**config.mk**
```make
export PLATFORM = sky130hd
export DESIGN_NAME = led_adder_accum_flat
export DESIGN_NICKNAME = d
export VERILOG_FILES = /design/src/rtl/led_adder_accum_if.sv /design/src/rtl/led_adder_accum.sv /design/src/flat_wrapper.sv
export SDC_FILE = /design/constraint.sdc
export NUM_CORES = 1
export LEC_CHECK = 0
export BUFFER_PORTS_ARGS = -buffer_cell sky130_fd_sc_hd__buf_2
export CAP_MARGIN = 20
export CORE_MARGIN = 8
export CORE_UTILIZATION = 55
export CTS_BUF_LIST = sky130_fd_sc_hd__clkbuf_4
export DETAILED_ROUTE_END_ITERATION = 8
export PLACE_DENSITY = 0.74
export SYNTH_ARGS = -nofsm -noshare
export SYNTH_HDL_FRONTEND = slang
export SYNTH_SLANG_ARGS = --single-unit
```
**constraint.sdc**
```tcl
create_clock -name clk -period 1.6 [get_ports clk]
set_input_delay 0.32 -clock clk [delete_from_list [all_inputs] [get_ports clk]]
set_output_delay 0.32 -clock clk [all_outputs]
set_load 0.01 [all_outputs]
```
**src/rtl/led_adder_accum_if.sv**
```systemverilog
`default_nettype none
// ============================================================================
// Module   : led_adder_accum_if
// Brief    : Switch/button/LED bundle between the board I/O and led_adder_accum.
// Revision : 1.0 - initial release
// ============================================================================
interface led_adder_accum_if #(
    parameter int W     = 2,
    parameter int LED_W = 3
);
    logic [W-1:0]     v1;
    logic [W-1:0]     v2;
    logic             btn_add;
    logic             btn_clr;
    logic             mode;
    logic [LED_W-1:0] led;
    logic             ovf;

    modport master (
        output v1, v2, btn_add, btn_clr, mode,
        input  led, ovf
    );

    modport slave (
        input  v1, v2, btn_add, btn_clr, mode,
        output led, ovf
    );
endinterface
`default_nettype wire

```
**src/rtl/led_adder_accum.sv**
```systemverilog
`default_nettype none
// ============================================================================
// Module   : led_adder_accum
// Brief    : Switch adder / LED driver with live view, debounced accumulator,
//            wrap-or-saturate overflow and blinking overflow indication.
// Revision : 1.0 - initial release
// ============================================================================
module led_adder_accum #(
    parameter int W          = 2,
    parameter int LED_W      = 3,
    parameter int DEB_CYCLES = 16,
    parameter int SAT        = 0,
    parameter int BLINK_DIV  = 8
) (
    input  logic             clk,
    input  logic             rst,
    led_adder_accum_if.slave bus
);

    // Arithmetic width wide enough that acc + sum can never wrap internally
    localparam int c_AW = ((W + 1 > LED_W) ? W + 1 : LED_W) + 1;
    localparam int c_CW = $clog2(DEB_CYCLES);
    localparam int c_BW = (BLINK_DIV > 1) ? $clog2(BLINK_DIV) : 1;

    localparam logic [c_AW-1:0]  c_LED_MAX    = c_AW'((1 << LED_W) - 1);
    localparam logic [c_CW-1:0]  c_DEB_LAST   = c_CW'(DEB_CYCLES - 1);
    localparam logic [c_BW-1:0]  c_BLINK_LAST = c_BW'(BLINK_DIV - 1);
    localparam logic [LED_W-1:0] c_ONES       = {LED_W{1'b1}};

    localparam logic [1:0] c_ST_LIVE = 2'd0;
    localparam logic [1:0] c_ST_ACC  = 2'd1;
    localparam logic [1:0] c_ST_OVF  = 2'd2;

    logic [W-1:0]     r_v1_m, r_v1_s, r_v2_m, r_v2_s;
    logic             r_mode_m, r_mode_s;
    logic [W:0]       r_sum;
    logic [LED_W-1:0] r_acc;
    logic             r_sticky;
    logic [c_BW-1:0]  r_blink_cnt;
    logic             r_blink_ph;
    logic [1:0]       r_state;
    logic [LED_W-1:0] r_led;
    logic             r_ovf;

    logic [1:0]       w_btn_raw;
    logic [1:0]       w_pulse;
    logic [c_AW-1:0]  w_sum_ext;
    logic [c_AW-1:0]  w_acc_sum;
    logic             w_live_ovf;
    logic             w_acc_ovf;
    logic [LED_W-1:0] w_live_led;
    logic [LED_W-1:0] w_acc_fit;
    logic             w_clr;
    logic             w_add_ok;
    logic             w_sticky_nxt;
    logic [1:0]       w_state_nxt;
    logic [LED_W-1:0] w_led_nxt;
    logic             w_ovf_nxt;

    always_ff @(posedge clk or posedge rst) begin
        if (rst) begin
            r_v1_m   <= '0;
            r_v1_s   <= '0;
            r_v2_m   <= '0;
            r_v2_s   <= '0;
            r_mode_m <= 1'b0;
            r_mode_s <= 1'b0;
            r_sum    <= '0;
        end else begin
            r_v1_m   <= bus.v1;
            r_v1_s   <= r_v1_m;
            r_v2_m   <= bus.v2;
            r_v2_s   <= r_v2_m;
            r_mode_m <= bus.mode;
            r_mode_s <= r_mode_m;
            r_sum    <= {1'b0, r_v1_s} + {1'b0, r_v2_s};
        end
    end

    assign w_btn_raw = {bus.btn_clr, bus.btn_add};

    // Index 0 = add button, index 1 = clear button
    for (genvar gi = 0; gi < 2; gi++) begin : g_deb
        logic            r_meta;
        logic            r_sync;
        logic            r_stable;
        logic            r_stable_d;
        logic            r_pulse;
        logic [c_CW-1:0] r_cnt;

        always_ff @(posedge clk or posedge rst) begin
            if (rst) begin
                r_meta     <= 1'b0;
                r_sync     <= 1'b0;
                r_stable   <= 1'b0;
                r_stable_d <= 1'b0;
                r_pulse    <= 1'b0;
                r_cnt      <= '0;
            end else begin
                r_meta     <= w_btn_raw[gi];
                r_sync     <= r_meta;
                r_stable_d <= r_stable;
                r_pulse    <= r_stable & ~r_stable_d;
                if (r_sync != r_stable) begin
                    if (r_cnt == c_DEB_LAST) begin
                        r_stable <= r_sync;
                        r_cnt    <= '0;
                    end else begin
                        r_cnt <= r_cnt + c_CW'(1);
                    end
                end else begin
                    r_cnt <= '0;
                end
            end
        end

        assign w_pulse[gi] = r_pulse;
    end

    assign w_sum_ext  = c_AW'(r_sum);
    assign w_acc_sum  = c_AW'(r_acc) + w_sum_ext;
    assign w_live_ovf = (w_sum_ext > c_LED_MAX);
    assign w_acc_ovf  = (w_acc_sum > c_LED_MAX);
    assign w_live_led = (w_live_ovf && (SAT != 0)) ? c_ONES : w_sum_ext[LED_W-1:0];
    assign w_acc_fit  = (w_acc_ovf && (SAT != 0)) ? c_ONES : w_acc_sum[LED_W-1:0];

    // Clear has priority; adds only count while the accumulator is on display
    assign w_clr        = w_pulse[1];
    assign w_add_ok     = w_pulse[0] & ~w_clr & (r_state != c_ST_LIVE);
    assign w_sticky_nxt = w_clr ? 1'b0 : ((w_add_ok && w_acc_ovf) ? 1'b1 : r_sticky);

    always_ff @(posedge clk or posedge rst) begin
        if (rst) begin
            r_acc    <= '0;
            r_sticky <= 1'b0;
        end else begin
            if (w_clr) begin
                r_acc <= '0;
            end else if (w_add_ok) begin
                r_acc <= w_acc_fit;
            end
            r_sticky <= w_sticky_nxt;
        end
    end

    always_ff @(posedge clk or posedge rst) begin
        if (rst) begin
            r_state <= c_ST_LIVE;
        end else begin
            r_state <= w_state_nxt;
        end
    end

    always_comb begin
        w_state_nxt = r_state;
        case (r_state)
            c_ST_LIVE: begin
                if (r_mode_s) begin
                    w_state_nxt = w_sticky_nxt ? c_ST_OVF : c_ST_ACC;
                end
            end
            c_ST_ACC: begin
                if (!r_mode_s) begin
                    w_state_nxt = c_ST_LIVE;
                end else if (w_sticky_nxt) begin
                    w_state_nxt = c_ST_OVF;
                end
            end
            c_ST_OVF: begin
                if (!r_mode_s) begin
                    w_state_nxt = c_ST_LIVE;
                end else if (!w_sticky_nxt) begin
                    w_state_nxt = c_ST_ACC;
                end
            end
            default: w_state_nxt = c_ST_LIVE;
        endcase
    end

    // Blink timer only runs while staying in ACC_OVF, so every entry starts on "acc shown"
    always_ff @(posedge clk or posedge rst) begin
        if (rst) begin
            r_blink_cnt <= '0;
            r_blink_ph  <= 1'b0;
        end else if ((r_state != c_ST_OVF) || (w_state_nxt != c_ST_OVF)) begin
            r_blink_cnt <= '0;
            r_blink_ph  <= 1'b0;
        end else if (r_blink_cnt == c_BLINK_LAST) begin
            r_blink_cnt <= '0;
            r_blink_ph  <= ~r_blink_ph;
        end else begin
            r_blink_cnt <= r_blink_cnt + c_BW'(1);
        end
    end

    always_comb begin
        w_led_nxt = '0;
        w_ovf_nxt = 1'b0;
        case (r_state)
            c_ST_LIVE: begin
                w_led_nxt = w_live_led;
                w_ovf_nxt = w_live_ovf;
            end
            c_ST_ACC: begin
                w_led_nxt = r_acc;
            end
            c_ST_OVF: begin
                w_led_nxt = r_blink_ph ? '0 : r_acc;
                w_ovf_nxt = 1'b1;
            end
            default: ;
        endcase
    end

    always_ff @(posedge clk or posedge rst) begin
        if (rst) begin
            r_led <= '0;
            r_ovf <= 1'b0;
        end else begin
            r_led <= w_led_nxt;
            r_ovf <= w_ovf_nxt;
        end
    end

    assign bus.led = r_led;
    assign bus.ovf = r_ovf;

endmodule
`default_nettype wire
```
**src/flat_wrapper.sv**
```systemverilog
// flat-port wrapper written by rule: the top's interface ports become plain ports
module led_adder_accum_flat 
#(
    parameter int W          = 2,
    parameter int LED_W      = 3,
    parameter int DEB_CYCLES = 16,
    parameter int SAT        = 0,
    parameter int BLINK_DIV  = 8
)
  (clk, rst, bus_v1, bus_v2, bus_btn_add, bus_btn_clr, bus_mode, bus_led, bus_ovf);
  led_adder_accum_if #(.W(W), .LED_W(LED_W)) bus_i ();
  input  logic clk;
  input  logic rst;
  input wire logic [$bits(bus_i.v1)-1:0] bus_v1;
  input wire logic [$bits(bus_i.v2)-1:0] bus_v2;
  input wire logic [$bits(bus_i.btn_add)-1:0] bus_btn_add;
  input wire logic [$bits(bus_i.btn_clr)-1:0] bus_btn_clr;
  input wire logic [$bits(bus_i.mode)-1:0] bus_mode;
  output wire logic [$bits(bus_i.led)-1:0] bus_led;
  output wire logic [$bits(bus_i.ovf)-1:0] bus_ovf;
  assign bus_i.v1 = bus_v1;
  assign bus_i.v2 = bus_v2;
  assign bus_i.btn_add = bus_btn_add;
  assign bus_i.btn_clr = bus_btn_clr;
  assign bus_i.mode = bus_mode;
  assign bus_led = bus_i.led;
  assign bus_ovf = bus_i.ovf;
  led_adder_accum #(.W(W), .LED_W(LED_W), .DEB_CYCLES(DEB_CYCLES), .SAT(SAT), .BLINK_DIV(BLINK_DIV)) u_core (.clk(clk), .rst(rst), .bus(bus_i));
endmodule
```
==> qor.yml <==
routing:
  drt-pass1-iter-count: 4
  wirelength_um: 2620
  drtIter0Drc: 62
  routedWlPerCell_um: 13.4
  viasPerCell: 5.06
  ant_nets: 0
  drc: 0
  dr_total_vias: 992
global_routing:
  grt_pass1_wl_um: 4660
  grt_use_met2: 0.190
  track_usage: 0.116
  top_usage_layer: "met2"
  grt_max_degree: 46
  use_met3: 0.0468
  grt_use_met1: 0.133
  grt_pass1_vias: 1055
  antenna_found_initial: 0
  grt_overflow: 0
critical_path:
  worst-r2r-setup-slack_ns: 0.09
  required_ns: 1.84
  end_kind: "flop"
  timing.rr.start: "u_core.r_acc[1]$_DFFE_PP0P_"
  cp.arrival_ns: 1.75
  r2r_cells: 4
  start_kind: "flop"
  worstReg2RegEnd: "u_core.r_blink_ph$_DFFE_PP0P_"
  critPathKind: "reg -> reg"
  worstPathMaxFanout: 7
floorplan:
  coreArea_um2: 3030
  start_util: 0.576
  rows: 20
  die_h_um: 72.3
  pin_count: 13
  die_width_um: 72.3
  die-area_um2: 5230
worst_hold_path:
  hp-start: "bus_v2[0]"
  min_path_cells: 1
  hold_class: "in -> reg"
  holdPathEnd: "u_core.r_v2_m[0]$_DFF_PP0_"
sta:
  clock_skew_ns: 0.00957
  fin_crit_sh: 0.944
  fmax_ghz: 0.662
  setup_viol: 0
  timing.final.ws_setup_ns: 0.0898
  period_minus_slack_ns: 1.51
  slew_viol_final: 0
  tightest_slew_ns: 0.537
  finalHoldViolations: 0
  slew_headroom: 0.642
finish:
  post-route-util: 0.634
  final_layout_size_suffix_gt1_frac: 0.197
  n_antenna_cell: 0
  regArea_um2: 1130
  area_growth_pct: 10.0
  fillerInstances: 226
  fin_nets: 170
  fin_cells: 196
  multi_input_area_um2: 579
power:
  p_per_area_nw_per_um2: 959
  power.leakage_nw: 0.925
  peakVddDrop_mv: 0.653
clock_network:
  numCtsBuffers: 5
  cts.htree.levels: 2
  cts.path.max_buffers: 2
  clock_sinks: 45
  root_buffer: "clkbuf_4"
  cts_tree: "done"
  clk_latency_ns: 0.35
  ctsHoldBuffers: 0
  path_clk_slew_ns: 0.13
yosys:
  yosysSeqAreaShare: 0.645
  synth_top_area_frac: 0.645
  synth.area.top_cells: "dfrtp_1 65%, ha_1 5.7%, a21oi_1 2.6%"
  synth_nets: 151
  ys_seq_elements: 45
  ys_types: 28
  synthSimpleGateAreaFrac: 0.121
  syn_inst: 132
  synth-compound-area-share: 0.0839
  synth_mux_area_frac: 0.0129
  synth_top_cell_by_area: "dfrtp_1"
  avgSynthCellArea_um2: 13.2
  synth-adder-area-share: 0.0803
  synth_xor_area_frac: 0.0301
  synth_top_family_by_area: "simple AND/OR/NAND/NOR gates"
  synthesis.area_um2: 1750
  yosysWarnings: 0
job:
  cap_violations: 0
place:
  post-place-cells: 187
  hpwlAfterDp_um: 1820
  place_ws_ns: 0.0679
  gpl.final_weighted_congestion: 0.787
  port_buffers: 12
outcome:
  status: "finished clean"
## timing repair
action / CTS / global route
gates resized for setup: 0 / 2
buffers inserted: 0 / 1
setup endpoints to repair: 0 / 8
## routing by layer
layer / wire (um) / up-vias
met5: 0 / -
met2: 1270 / 21
met4: 36 / 0
met3: 117 / 4
li1: - / 479
met1: 1200 / 488
## worst max-delay path by stage
stage | from | end | slack (ns) | cells past startpoint
finish | u_core.r_acc[1]$_DFFE_PP0P_ | u_core.r_blink_ph$_DFFE_PP0P_ | 0.09 | 4
CTS | u_core.r_acc[1]$_DFFE_PP0P_ | u_core.r_blink_cnt[0]$_DFF_PP0_ | 0.05 | 4
floorplan | u_core.r_acc[1]$_DFFE_PP0P_ | u_core.r_blink_cnt[0]$_DFF_PP0_ | 0.12 | 4
global placement | u_core.r_acc[1]$_DFFE_PP0P_ | u_core.r_blink_ph$_DFFE_PP0P_ | 0.11 | 4
detailed placement | u_core.r_acc[1]$_DFFE_PP0P_ | u_core.r_blink_cnt[0]$_DFF_PP0_ | 0.07 | 4
global route | u_core.r_acc[0]$_DFFE_PP0P_ | u_core.r_acc[2]$_DFFE_PP0P_ | -0.02 | 6
## cells by family after synthesis
logic type | Yosys count
adder cells (fa/ha/maj) | 10
multiplexers | 2
AO/OA/AOI/OAI | 21
AND/OR/NAND/NOR | 39
buffers and inverters | 9
XOR/XNOR | 6
flip-flops | 45
## cell type report
cell class	count	share of cell area
multi-input combinational	78	0.302
timing repair buffer	15	0.0430
inverter	6	0.0117
sequential	45	0.586
clock buffer	5	0.0195
tap	44	0.0287
clock inverter	3	0.00912
## sequential cells by signal, indices dropped and copies added, names as in the netlist, 2 cells and up
| name | flops |
|---|---|
| u_core.r_state | 2 |
| u_core.r_v2_s | 2 |
| u_core.g_deb.r_sync | 2 |
| u_core.g_deb.r_stable | 2 |
| u_core.r_blink_cnt | 3 |
| u_core.bus.led | 3 |
| u_core.g_deb.r_meta | 2 |
| u_core.g_deb.r_pulse | 2 |
| u_core.g_deb.r_cnt | 8 |
| u_core.r_v1_m | 2 |
| u_core.r_acc | 3 |
| u_core.r_sum | 3 |
| u_core.g_deb.r_stable_d | 2 |
| u_core.r_v2_m | 2 |
| u_core.r_v1_s | 2 |
## placed cells by master, fill, tap and decap left out
cell type	instances
dfrtp_1	45
buf_2	12
nand2_1	10
a21oi_1	8
ha_1	7
inv_1	6
nor2b_1	6
o21ai_0	6
nor3_1	5
nand3_1	5
xnor2_1	5
clkbuf_4	5
nor2_1	4
nand4b_1	3
buf_4	3
and2b_1	2
nor3b_1	2
mux2_2	2
fa_1	2
clkinv_2	2
o21a_2	1
a21o_1	1
o211a_1	1
a311oi_4	1
o21ba_1	1
and2b_2	1
a2bb2oi_1	1
a21oi_2	1
xor2_1	1
nand2b_1	1
ha_2	1
clkinvlp_4	1
## through the flow
step	hold slack, ns	cell area [um2]	power, mW	TNS, ns
CTS	0.0433	1910	1.87	0
floorplan	0.331	1750	1.31	0
detailed placement	0.336	1850	1.35	0
global route	0.0286	1920	1.94	-0.0151
global placement	0.331	1850	1.34	0
finish	0.0680	1920	1.84	0
## worst max-delay path, cell delays in order (launching register included)
cell and delay [ns]:
dfrtp_1 0.40, ha_1 0.30, a21o_1 0.21, a311oi_4 0.38, nor3_1 0.11
## cell usage after synthesis (all sizes together)
library cell and n:
nor2 4, dfrtp 45, nand3 5, and2b 3, ha 8, nand2 10
a311oi 1, inv 6, buf 2, nor2b 6, a21o 1, clkbuf 1
o21ai 6, xor2 1, o211a 1, mux2 2, nand2b 1, a2bb2oi 1
nor3b 2, a21oi 9, nor3 5, o21ba 1, fa 2, nand4b 3
xnor2 5, o21a 1
## power breakdown
part           switching (mW)  total (mW)  internal [mW]
Combinational          0.0610       0.110         0.0494
Clock                   0.353       0.519          0.166
Sequential             0.0297        1.21           1.18
(Power assumes the default switching activity.)
